File: config.mk
export PLATFORM = sky130hd
export DESIGN_NAME = imem_responder
export DESIGN_NICKNAME = d
export VERILOG_FILES = /design/src/rtl/imem_responder.sv
export SDC_FILE = /design/constraint.sdc
export NUM_CORES = 1
export LEC_CHECK = 0
export CORE_UTILIZATION = 28
export CTS_BUF_LIST = sky130_fd_sc_hd__clkbuf_4 sky130_fd_sc_hd__clkbuf_8
export DETAILED_ROUTE_END_ITERATION = 16
export MAX_ROUTING_LAYER = met4
export PLACE_DENSITY = 0.57
export RECOVER_POWER = 25
export SLEW_MARGIN = 20
export SYNTH_ARGS = -nofsm -noshare
export SYNTH_HDL_FRONTEND = slang
export SYNTH_SLANG_ARGS = --single-unit
File: constraint.sdc
create_clock -name clk -period 5.19 [get_ports clk]
set_input_delay 0.7785 -clock clk [delete_from_list [all_inputs] [get_ports clk]]
set_output_delay 0.7785 -clock clk [all_outputs]
set_load 0.05 [all_outputs]
File: src/rtl/imem_responder.sv
// Instruction-fetch RAM responder: serves 32-bit fetch words as two 16-bit SRAM
// beats and arbitrates a lower-priority 16-bit data port onto the same SRAM.
module imem_responder #(
  parameter int WAIT_CYC = 1
) (
  input  logic        clk,
  input  logic        rst,
  input  logic        ram_read,
  input  logic        ram_addr_ovr,
  input  logic [15:0] ram_addr,
  output logic        ram_cack,
  output logic        ram_busy,
  output logic [31:0] ram_data,
  output logic        ram_data_ready,
  input  logic        dmem_req,
  input  logic        dmem_we,
  input  logic [16:0] dmem_addr,
  input  logic [15:0] dmem_wdata,
  output logic [15:0] dmem_rdata,
  output logic        dmem_ack,
  output logic [16:0] sram_addr,
  input  logic [15:0] sram_dq_i,
  output logic [15:0] sram_dq_o,
  output logic        sram_dq_oe,
  output logic        sram_oe,
  output logic        sram_we
);

  localparam int CW = $clog2(WAIT_CYC + 2);

  typedef enum logic [1:0] {IDLE, F_LO, F_HI, D_ACC} state_t;

  state_t        state, state_next;
  logic [CW-1:0] cnt;
  logic          beat_done;
  logic          fetch_go;
  logic          dmem_go;
  logic [15:0]   fetch_addr;
  logic          d_we;
  logic [16:0]   d_addr;
  logic [15:0]   d_wdata;

  always_ff @(posedge clk or posedge rst) begin
    if (rst) state <= IDLE;
    else     state <= state_next;
  end

  // Fetch has priority over the data port; a held dmem_req is picked up on a later idle cycle.
  always_comb begin
    state_next = state;
    beat_done  = (cnt == CW'(WAIT_CYC));
    fetch_go   = 1'b0;
    dmem_go    = 1'b0;
    sram_addr  = '0;
    sram_dq_o  = '0;
    sram_dq_oe = 1'b0;
    sram_oe    = 1'b0;
    sram_we    = 1'b0;
    case (state)
      IDLE: begin
        if (ram_read && ram_addr_ovr) begin
          fetch_go   = 1'b1;
          state_next = F_LO;
        end else if (dmem_req) begin
          dmem_go    = 1'b1;
          state_next = D_ACC;
        end
      end
      F_LO: begin
        sram_addr = {fetch_addr, 1'b0};
        sram_oe   = 1'b1;
        if (beat_done) state_next = F_HI;
      end
      F_HI: begin
        sram_addr = {fetch_addr, 1'b1};
        sram_oe   = 1'b1;
        if (beat_done) state_next = IDLE;
      end
      D_ACC: begin
        sram_addr = d_addr;
        if (d_we) begin
          sram_we    = 1'b1;
          sram_dq_oe = 1'b1;
          sram_dq_o  = d_wdata;
        end else begin
          sram_oe = 1'b1;
        end
        if (beat_done) state_next = IDLE;
      end
      default: state_next = IDLE;
    endcase
  end

  always_ff @(posedge clk or posedge rst) begin
    if (rst) begin
      cnt            <= '0;
      fetch_addr     <= '0;
      d_we           <= 1'b0;
      d_addr         <= '0;
      d_wdata        <= '0;
      ram_cack       <= 1'b0;
      ram_busy       <= 1'b0;
      ram_data       <= '0;
      ram_data_ready <= 1'b0;
      dmem_rdata     <= '0;
      dmem_ack       <= 1'b0;
    end else begin
      ram_cack       <= fetch_go;
      ram_data_ready <= 1'b0;
      dmem_ack       <= 1'b0;
      if (state == IDLE || beat_done) cnt <= '0;
      else                            cnt <= cnt + CW'(1);
      if (fetch_go) begin
        fetch_addr <= ram_addr;
        ram_busy   <= 1'b1;
      end
      if (dmem_go) begin
        d_we     <= dmem_we;
        d_addr   <= dmem_addr;
        d_wdata  <= dmem_wdata;
        ram_busy <= 1'b1;
      end
      // Each beat samples the SRAM on the last cycle of its strobe window.
      case (state)
        F_LO: if (beat_done) ram_data[15:0] <= sram_dq_i;
        F_HI: begin
          if (beat_done) begin
            ram_data[31:16] <= sram_dq_i;
            ram_data_ready  <= 1'b1;
            ram_busy        <= 1'b0;
          end
        end
        D_ACC: begin
          if (beat_done) begin
            if (!d_we) dmem_rdata <= sram_dq_i;
            dmem_ack <= 1'b1;
            ram_busy <= 1'b0;
          end
        end
        default: ;
      endcase
    end
  end

endmodule

==> results of run 1 <==
## how the worst max path moves through the flow
stage | endpoint | slack [ns] | start | depth (start not counted)
detailed placement | sram_addr[11] | 1.81 | state[1] | 5
global placement | sram_oe | 1.88 | state[1] | 5
finish | sram_addr[11] | 1.41 | state[1] | 5
floorplan | cnt[0] | 1.62 | rst | 1
global route | sram_addr[15] | 1.18 | state[1] | 5
CTS | sram_addr[11] | 1.35 | state[1] | 5
## sequential cells by signal, indices dropped and copies added (netlist names)
register,count
ram_data,32
d_we,1
fetch_addr,16
dmem_rdata,16
ram_cack,1
ram_busy,1
ram_data_ready,1
state,2
d_wdata,16
cnt,2
d_addr,17
dmem_ack,1
## cells in the mapped netlist (all sizes together) (2+ instances only)
cell,instances
dfrtp,106
mux2,98
nor2,21
and3,17
a22oi,16
buf,13
ha,7
clkbuf,6
inv,5
nand2,4
nor3,3
o21ai,3
and2,2
## area by class of cell
cell class / count / area (um2)
Multi-Input combinational cell: 182 / 1750
Clock buffer: 9 / 124
Sequential cell: 106 / 2650
Timing Repair Buffer: 161 / 1600
Clock inverter: 7 / 51.3
Fill cell: 1505 / 9470
Inverter: 5 / 20.0
Tap cell: 216 / 270
## power breakdown
group / switching, mW / internal (mW)
Clock: 0.300 / 0.178
Sequential: 0.237 / 1.24
Combinational: 1.70 / 1.11
## cells by family (layout without fill, tap and decap cells)
logic type | count (synthesis) | after routing | synth area share
buffers and inverters | 24 | 182 | 0.0377
AND/OR/NAND/NOR | 50 | 50 | 0.0579
flip-flops | 106 | 106 | 0.579
adder cells (fa/ha/maj) | 7 | 7 | 0.0191
multiplexers | 98 | 98 | 0.260
AO/OA/AOI/OAI | 27 | 27 | 0.0462
## per-stage QoR
| step | hold slack, ns | instance area, um2 |
|---|---|---|
| 5_1_grt | 0.471 | 6470 |
| 6_report | 0.439 | 6470 |
| 3_3_place_gp | 0.419 | 6300 |
| 3_5_place_dp | 0.433 | 6300 |
| 2_1_floorplan | 0.408 | 4580 |
| 4_1_cts | 0.447 | 6480 |
## per-layer routing
metal | vias to the layer above | global-route usage | share of wire
li1 | 1414 | - | -
met1 | 1549 | 0.173 | 0.43
met2 | 91 | 0.238 | 0.50
met3 | 10 | 0.0385 | 0.057
met4 | 0 | 0.0349 | 0.010
met5 | - | - | 0
==> flow_metrics.py, run 1 <==
metrics = {
    "outcome": {
        "status": "finished, violations left",
        "violations": "capacitance limit, slew limit",
    },
    "logic_synthesis": {
        "synth_top_area_share": 0.579,
        "async_flop_share": 1.00,
        "synth_flop_cell": "dfrtp_1",
        "synth.avg_cell_area_um2": 14.7,
        "synth_cell_types": 30,
        "synth-edff-count": 0,
        "synth-seq-area-share": 0.579,
        "syn_inst": 312,
        "yosys_register_bits": 106,
        "ys_warn_count": 0,
        "syn_area_um2": 4580,
        "synth_area_leaders": "dfrtp_1 58%, mux2_2 18%, mux2_4 7.5%",
        "yosysTopAreaCell": "dfrtp_1",
        "syn-num-nets": 390,
    },
    "hold_path": {
        "min_from": "cnt[0]",
        "min_path_type": "reg2reg",
        "hold_depth": 1,
        "min_delay_worst_endpoint": "cnt[0]",
    },
    "clocking": {
        "clk_pin_slew_ns": 0.11,
        "cts_hold_buf": 0,
        "cts_made_buffers": 9,
        "cts-root-buf": "clkbuf_8",
        "clockBufferDepth": 2,
        "clock_sink_count": 106,
        "clk_latency_ns": 0.38,
        "cts_setup_buffers": 0,
        "cts_tree": "yes",
        "cts-htree-levels": 3,
        "cts_resized": 0,
    },
    "worst_setup_path": {
        "cp_slowest_stage_delay_ns": 0.83,
        "cp_num_buf_inv": 2,
        "r2r_end": "d_addr[16]",
        "crit_chain": "ha_1, buf_4, a22oi_1, nor2_1, clkdlybuf4s50_1",
        "crit_required_ns": 4.41,
        "r2r.worst_path.cells": 6,
        "endpoint_kind": "primary output",
        "cp_top_family": "buffers and inverters",
        "cp_max_fo": 24,
        "rrSetupSlack_ns": 2.16,
        "cp_data_arrival_time_ns": 3.00,
        "critPathLaunchType": "flip-flop",
        "path_class": "reg2out",
        "cp_slowest_cell": "clkdlybuf4s50_1",
        "r2r-start": "state[1]",
    },
    "timing": {
        "hold_viol": 0,
        "tightest_slew_ns": 3.03,
        "setup_slack_ns": 1.41,
        "min_period_over_period": 0.728,
        "finalSetupViolCount": 0,
        "setup_tns_ns": 0,
        "slew_violations": 69,
        "fmax_mhz": 265,
        "period_minus_slack_ns": 3.78,
        "skew_ns": 0.0168,
        "slew_headroom": -1.03,
        "rsz0062_at_grt": "no",
    },
    "route": {
        "finalWirelength_um": 11400,
        "drc": 0,
        "ant_nets": 0,
        "num_vias": 3064,
        "viasPerCell": 4.47,
        "drtIter0Drc": 116,
        "wl_per_cell_um": 16.5,
        "drt_first_pass_iters": 4,
    },
    "floorplan": {
        "dieArea_um2": 16900,
        "io_pins": 159,
        "core_um2": 15900,
        "die_h_um": 130,
        "die_x_um": 130,
        "placementRows": 46,
        "start_util": 0.287,
    },
    "global_route": {
        "overflow": 0,
        "grt_pass1_wl_um": 17500,
        "grt_pass1_vias": 3186,
        "grt_use_total": 0.143,
        "grt_antenna_before_repair": 0,
        "grt_max_degree": 69,
    },
    "placement": {
        "port-buffer-count": 158,
        "place_congestion": 0.693,
        "dp_slack_ns": 1.81,
        "hpwlAfterDp_um": 7870,
        "place_inst": 670,
    },
    "final_layout": {
        "postLayoutCoreUtil": 0.406,
        "final_common_cell": "clkdlybuf4s50_1",
        "area_growth_pct": 41.3,
        "drive_gt1_frac": 0.257,
        "diodes": 0,
        "final_cells": 686,
        "nets": 543,
        "layout_common_cells": "157 x clkdlybuf4s50_1, 106 x dfrtp_1, 75 x mux2_2",
    },
    "flow_run": {
        "drv_cap": 1,
    },
    "power_and_ir_drop": {
        "peakVddDrop_v": 0.000320,
        "pwr_density_cell_nw_per_um2": 737,
        "power_mw": 4.77,
        "leakage_nw": 2.76,
    },
}
(Power assumes the default switching activity.)
==> inputs of run 2 (changes only) <==
--- a/config.mk
+++ b/config.mk
@@ -9,7 +9,7 @@
 export CTS_BUF_LIST = sky130_fd_sc_hd__clkbuf_4 sky130_fd_sc_hd__clkbuf_8
 export DETAILED_ROUTE_END_ITERATION = 16
 export MAX_ROUTING_LAYER = met4
-export PLACE_DENSITY = 0.57
+export PLACE_DENSITY = 0.59
 export RECOVER_POWER = 25
 export SLEW_MARGIN = 20
 export SYNTH_ARGS = -nofsm -noshare
==> constraint.sdc (replaced) <==
create_clock -name clk -period 3.2 [get_ports clk]
set_input_delay 0.48 -clock clk [delete_from_list [all_inputs] [get_ports clk]]
set_output_delay 0.48 -clock clk [all_outputs]
set_load 0.05 [all_outputs]
==> run 2 against run 1 <==
Net effect: the flow now finishes without violations; combinational power grew 62%; sequential power up 62%; worst setup slack got worse by 1.0 ns; critical endpoint is now sram_addr[10]; largest cell class unchanged.
==> flow_metrics.py, run 2 (synthesis results as in run 1) <==
metrics = {
    "clocking": {
        "cts_resized": 0,
        "clock_sink_count": 106,
        "cts_hold_buf": 0,
        "cts-root-buf": "clkbuf_8",
        "cts_made_buffers": 9,
        "clockBufferDepth": 2,
        "cts_setup_buffers": 0,
        "cts-htree-levels": 3,
        "clk_pin_slew_ns": 0.10,
        "clk_latency_ns": 0.37,
        "cts_tree": "yes",
    },
    "timing": {
        "slew_violations": 0,
        "finalSetupViolCount": 0,
        "skew_ns": 0.00638,
        "fmax_mhz": 356,
        "setup_slack_ns": 0.388,
        "slew_headroom": 0.0257,
        "rsz0062_at_grt": "no",
        "period_minus_slack_ns": 2.81,
        "min_period_over_period": 0.879,
        "setup_tns_ns": 0,
        "tightest_slew_ns": 1.46,
        "hold_viol": 0,
    },
    "placement": {
        "port-buffer-count": 158,
        "dp_slack_ns": 0.779,
        "place_inst": 673,
        "hpwlAfterDp_um": 7400,
        "place_congestion": 0.752,
    },
    "global_route": {
        "grt_max_degree": 107,
        "grt_pass1_wl_um": 17200,
        "grt_pass1_vias": 3214,
        "grt_antenna_before_repair": 0,
        "grt_use_total": 0.140,
        "overflow": 0,
    },
    "floorplan": {
        "die_h_um": 130,
        "core_um2": 15900,
        "io_pins": 159,
        "start_util": 0.287,
        "placementRows": 46,
        "dieArea_um2": 16900,
        "die_x_um": 130,
    },
    "power_and_ir_drop": {
        "power_mw": 7.82,
        "pwr_density_cell_nw_per_um2": 1210,
        "leakage_nw": 2.86,
        "peakVddDrop_v": 0.000527,
    },
    "route": {
        "ant_nets": 0,
        "drc": 0,
        "wl_per_cell_um": 16.0,
        "viasPerCell": 4.40,
        "finalWirelength_um": 11000,
        "drtIter0Drc": 101,
        "drt_first_pass_iters": 4,
        "num_vias": 3029,
    },
    "final_layout": {
        "largest_reg_flops": 32,
        "diodes": 0,
        "final_cells": 689,
        "largest_register": "ram_data",
        "nets": 546,
        "fillers": 1496,
        "area_growth_pct": 41.4,
        "largest_registers": "ram_data: 32 flops, d_addr: 17 flops",
        "layout_common_cells": "124 x clkdlybuf4s50_1, 106 x dfrtp_1, 75 x mux2_2",
        "drive_gt1_frac": 0.336,
        "final_common_cell": "clkdlybuf4s50_1",
    },
    "outcome": {
        "status": "complete, no violations",
    },
    "worst_setup_path": {
        "path_class": "reg2out",
        "critPathLaunchType": "flip-flop",
        "cp_data_arrival_time_ns": 2.33,
        "endpoint_kind": "primary output",
        "cp_max_fo": 16,
        "crit_required_ns": 2.72,
    },
    "flow_run": {
        "drv_cap": 0,
    },
    "hold_path": {
        "min_path_type": "reg2reg",
    },
}
run 2: layer usage:
layer  GRT usage  routed length [um]
met3      0.0279                 552
met4      0.0609                 211
met5           -                   0
met1       0.181                5140
met2       0.214                5090
run 2: critical path, stage by stage (launching register included):
cell     delay (ns)
dfrtp_1        0.45
inv_1          0.17
ha_1           0.25
or2_1          0.55
a22oi_1        0.16
nor2_1         0.17
buf_4          0.22
run 2: where the power goes:
part | switching (mW) | total (mW) | internal [mW]
clock | 0.456 | 0.869 | 0.413
combinational | 2.76 | 4.56 | 1.79
sequential | 0.384 | 2.40 | 2.01
run 2: through the flow:
step	instance area (um2)	utilization	hold slack (ns)
global route	6480	0.406	0.482
floorplan	4580	-	0.408
finish	6480	0.406	0.451
CTS	6490	0.407	0.444
detailed placement	6280	0.394	0.429
global placement	6280	0.394	0.423
run 2: final cells by class:
class	instances	area, um2	area share
repair buffers	164	1570	0.242
flip-flops and latches	106	2650	0.410
multi-input cells	182	1750	0.271
clock inverters	4	50.0	0.00773
inverters	5	22.5	0.00348
clock buffers	12	159	0.0245
well taps	216	270	0.0417
run 2: worst paths after layout:
path / start / to / slack [ns] / depth (start not counted)
setup / recovery: state[1] / sram_addr[10] / 0.39 / 6
hold / removal: cnt[0] / cnt[0] / 0.45 / 1
setup reg to reg: state[1] / d_addr[4] / 1.20 / 6
hold reg to reg: cnt[0] / cnt[0] / 0.45 / 1
max in group asynchronous: rst / dmem_rdata[13] / 1.16 / 3
min in group asynchronous: rst / dmem_rdata[6] / 1.13 / 3
==> inputs of run 3 (changes only) <==
--- a/config.mk
+++ b/config.mk
@@ -5,6 +5,7 @@
 export SDC_FILE = /design/constraint.sdc
 export NUM_CORES = 1
 export LEC_CHECK = 0
+export CORE_MARGIN = 2
 export CORE_UTILIZATION = 28
 export CTS_BUF_LIST = sky130_fd_sc_hd__clkbuf_4 sky130_fd_sc_hd__clkbuf_8
 export DETAILED_ROUTE_END_ITERATION = 16
==> run 3 against run 2 <==
Net effect: worst setup slack worse by 0.033 ns; power up 0.80%; clock power up 2.6%; largest cell class unchanged; first-iteration DRC count up 31%; combinational power up 1%; highest routed layer unchanged; via count up 2.4%; maximum frequency down 1.2%.
==> flow_metrics.py, run 3 (synthesis results as in run 1) <==
metrics = {
    "route": {
        "ant_nets": 0,
        "finalWirelength_um": 11600,
        "drtIter0Drc": 132,
        "num_vias": 3103,
        "drc": 0,
        "wl_per_cell_um": 16.7,
        "drt_first_pass_iters": 4,
        "viasPerCell": 4.50,
    },
    "worst_setup_path": {
        "path_class": "reg2out",
        "r2r_end": "d_wdata[10]",
        "cp_slowest_cell": "or2_1",
        "critPathLaunchType": "flip-flop",
        "cp_data_arrival_time_ns": 2.36,
        "endpoint_kind": "primary output",
        "cp_num_buf_inv": 2,
        "crit_chain": "inv_1, ha_1, or2_1, a22oi_1, nor2_1, buf_4",
        "cp_max_fo": 16,
        "r2r-start": "state[1]",
        "rrSetupSlack_ns": 1.12,
        "crit_required_ns": 2.72,
        "cp_slowest_stage_delay_ns": 0.55,
        "cp_top_family": "simple AND/OR/NAND/NOR gates",
        "r2r.worst_path.cells": 6,
    },
    "timing": {
        "hold_viol": 0,
        "setup_tns_ns": 0,
        "min_period_over_period": 0.889,
        "period_minus_slack_ns": 2.84,
        "rsz0062_at_grt": "no",
        "slew_headroom": 0.0113,
        "setup_slack_ns": 0.355,
        "skew_ns": 0.00866,
        "slew_violations": 0,
        "tightest_slew_ns": 1.48,
        "finalSetupViolCount": 0,
        "fmax_mhz": 352,
    },
    "hold_path": {
        "min_delay_worst_endpoint": "cnt[0]",
        "min_from": "cnt[0]",
        "hold_depth": 1,
        "min_path_type": "reg2reg",
    },
    "floorplan": {
        "core_um2": 15900,
        "dieArea_um2": 17400,
        "start_util": 0.287,
        "die_x_um": 132,
        "placementRows": 46,
        "die_h_um": 132,
        "io_pins": 159,
    },
    "final_layout": {
        "final-seq-area_um2": 2650,
        "drive_gt1_frac": 0.338,
        "nets": 547,
        "fillers": 1523,
        "diodes": 0,
        "layout_common_cells": "124 x clkdlybuf4s50_1, 106 x dfrtp_1, 75 x mux2_2",
        "largest_registers": "ram_data: 32 flops, d_addr: 17 flops",
        "final_common_cell": "clkdlybuf4s50_1",
        "largest_reg_flops": 32,
        "area_growth_pct": 41.7,
        "multi_input_comb_area_um2": 1750,
        "postLayoutCoreUtil": 0.407,
        "final_cells": 690,
        "largest_register": "ram_data",
    },
    "clocking": {
        "cts_hold_buf": 0,
        "clk_latency_ns": 0.38,
        "cts-root-buf": "clkbuf_8",
        "cts-htree-levels": 3,
        "clk_pin_slew_ns": 0.10,
        "cts_tree": "yes",
        "clock_sink_count": 106,
        "cts_resized": 0,
        "cts_setup_buffers": 0,
        "clockBufferDepth": 2,
        "cts_made_buffers": 9,
    },
    "outcome": {
        "status": "complete, no violations",
    },
    "power_and_ir_drop": {
        "pwr_density_cell_nw_per_um2": 1210,
        "peakVddDrop_v": 0.000599,
        "power_mw": 7.88,
        "leakage_nw": 2.88,
    },
    "global_route": {
        "grt_antenna_before_repair": 0,
        "grt_max_degree": 107,
        "grt_pass1_vias": 3471,
        "grt_use_total": 0.142,
        "grt_pass1_wl_um": 19000,
        "overflow": 0,
    },
    "placement": {
        "port-buffer-count": 158,
        "dp_slack_ns": 0.789,
        "hpwlAfterDp_um": 7920,
        "place_inst": 674,
        "place_congestion": 0.782,
    },
    "flow_run": {
        "drv_cap": 0,
    },
}
-- run 3: metal layers --
metal,up-vias,global-route usage,part of all wire
li1,1421,-,-
met1,1581,0.179,0.45
met2,91,0.225,0.49
met3,10,0.0308,0.049
met4,0,0.0519,0.015
met5,-,-,0
-- run 3: worst max path at each step --
| stage | start | to | slack [ns] | cells past startpoint |
|---|---|---|---|---|
| floorplan | state[0] | sram_addr[10] | 0.80 | 7 |
| detailed placement | state[0] | sram_addr[15] | 0.79 | 6 |
| global route | state[0] | sram_addr[15] | 0.14 | 6 |
| finish | state[0] | sram_addr[15] | 0.36 | 6 |
| global placement | state[1] | sram_addr[15] | 0.84 | 6 |
| CTS | state[0] | sram_addr[15] | 0.35 | 6 |
-- run 3: worst register-to-register path, stage by stage (launching register included) --
cell	delay, ns
dfrtp_1	0.46
inv_1	0.17
ha_1	0.20
nand2_1	0.09
a21oi_4	0.42
buf_12	0.26
mux2_2	0.38
-- run 3: where the power goes --
part	switching, mW	internal, mW
combinational	2.82	1.80
sequential	0.356	2.01
clock	0.466	0.426
-- run 3: layout make-up --
cell class	count	area share
Clock inverter	3	0.00733
Timing Repair Buffer	165	0.243
Multi-Input combinational cell	182	0.270
Tap cell	216	0.0416
Inverter	5	0.00347
Sequential cell	106	0.409
Clock buffer	13	0.0256
-- run 3: per-stage QoR --
step	cell area, um2	hold slack [ns]
2_1_floorplan	4580	0.408
3_3_place_gp	6290	0.423
3_5_place_dp	6290	0.437
4_1_cts	6500	0.453
5_1_grt	6490	0.465
6_report	6490	0.446
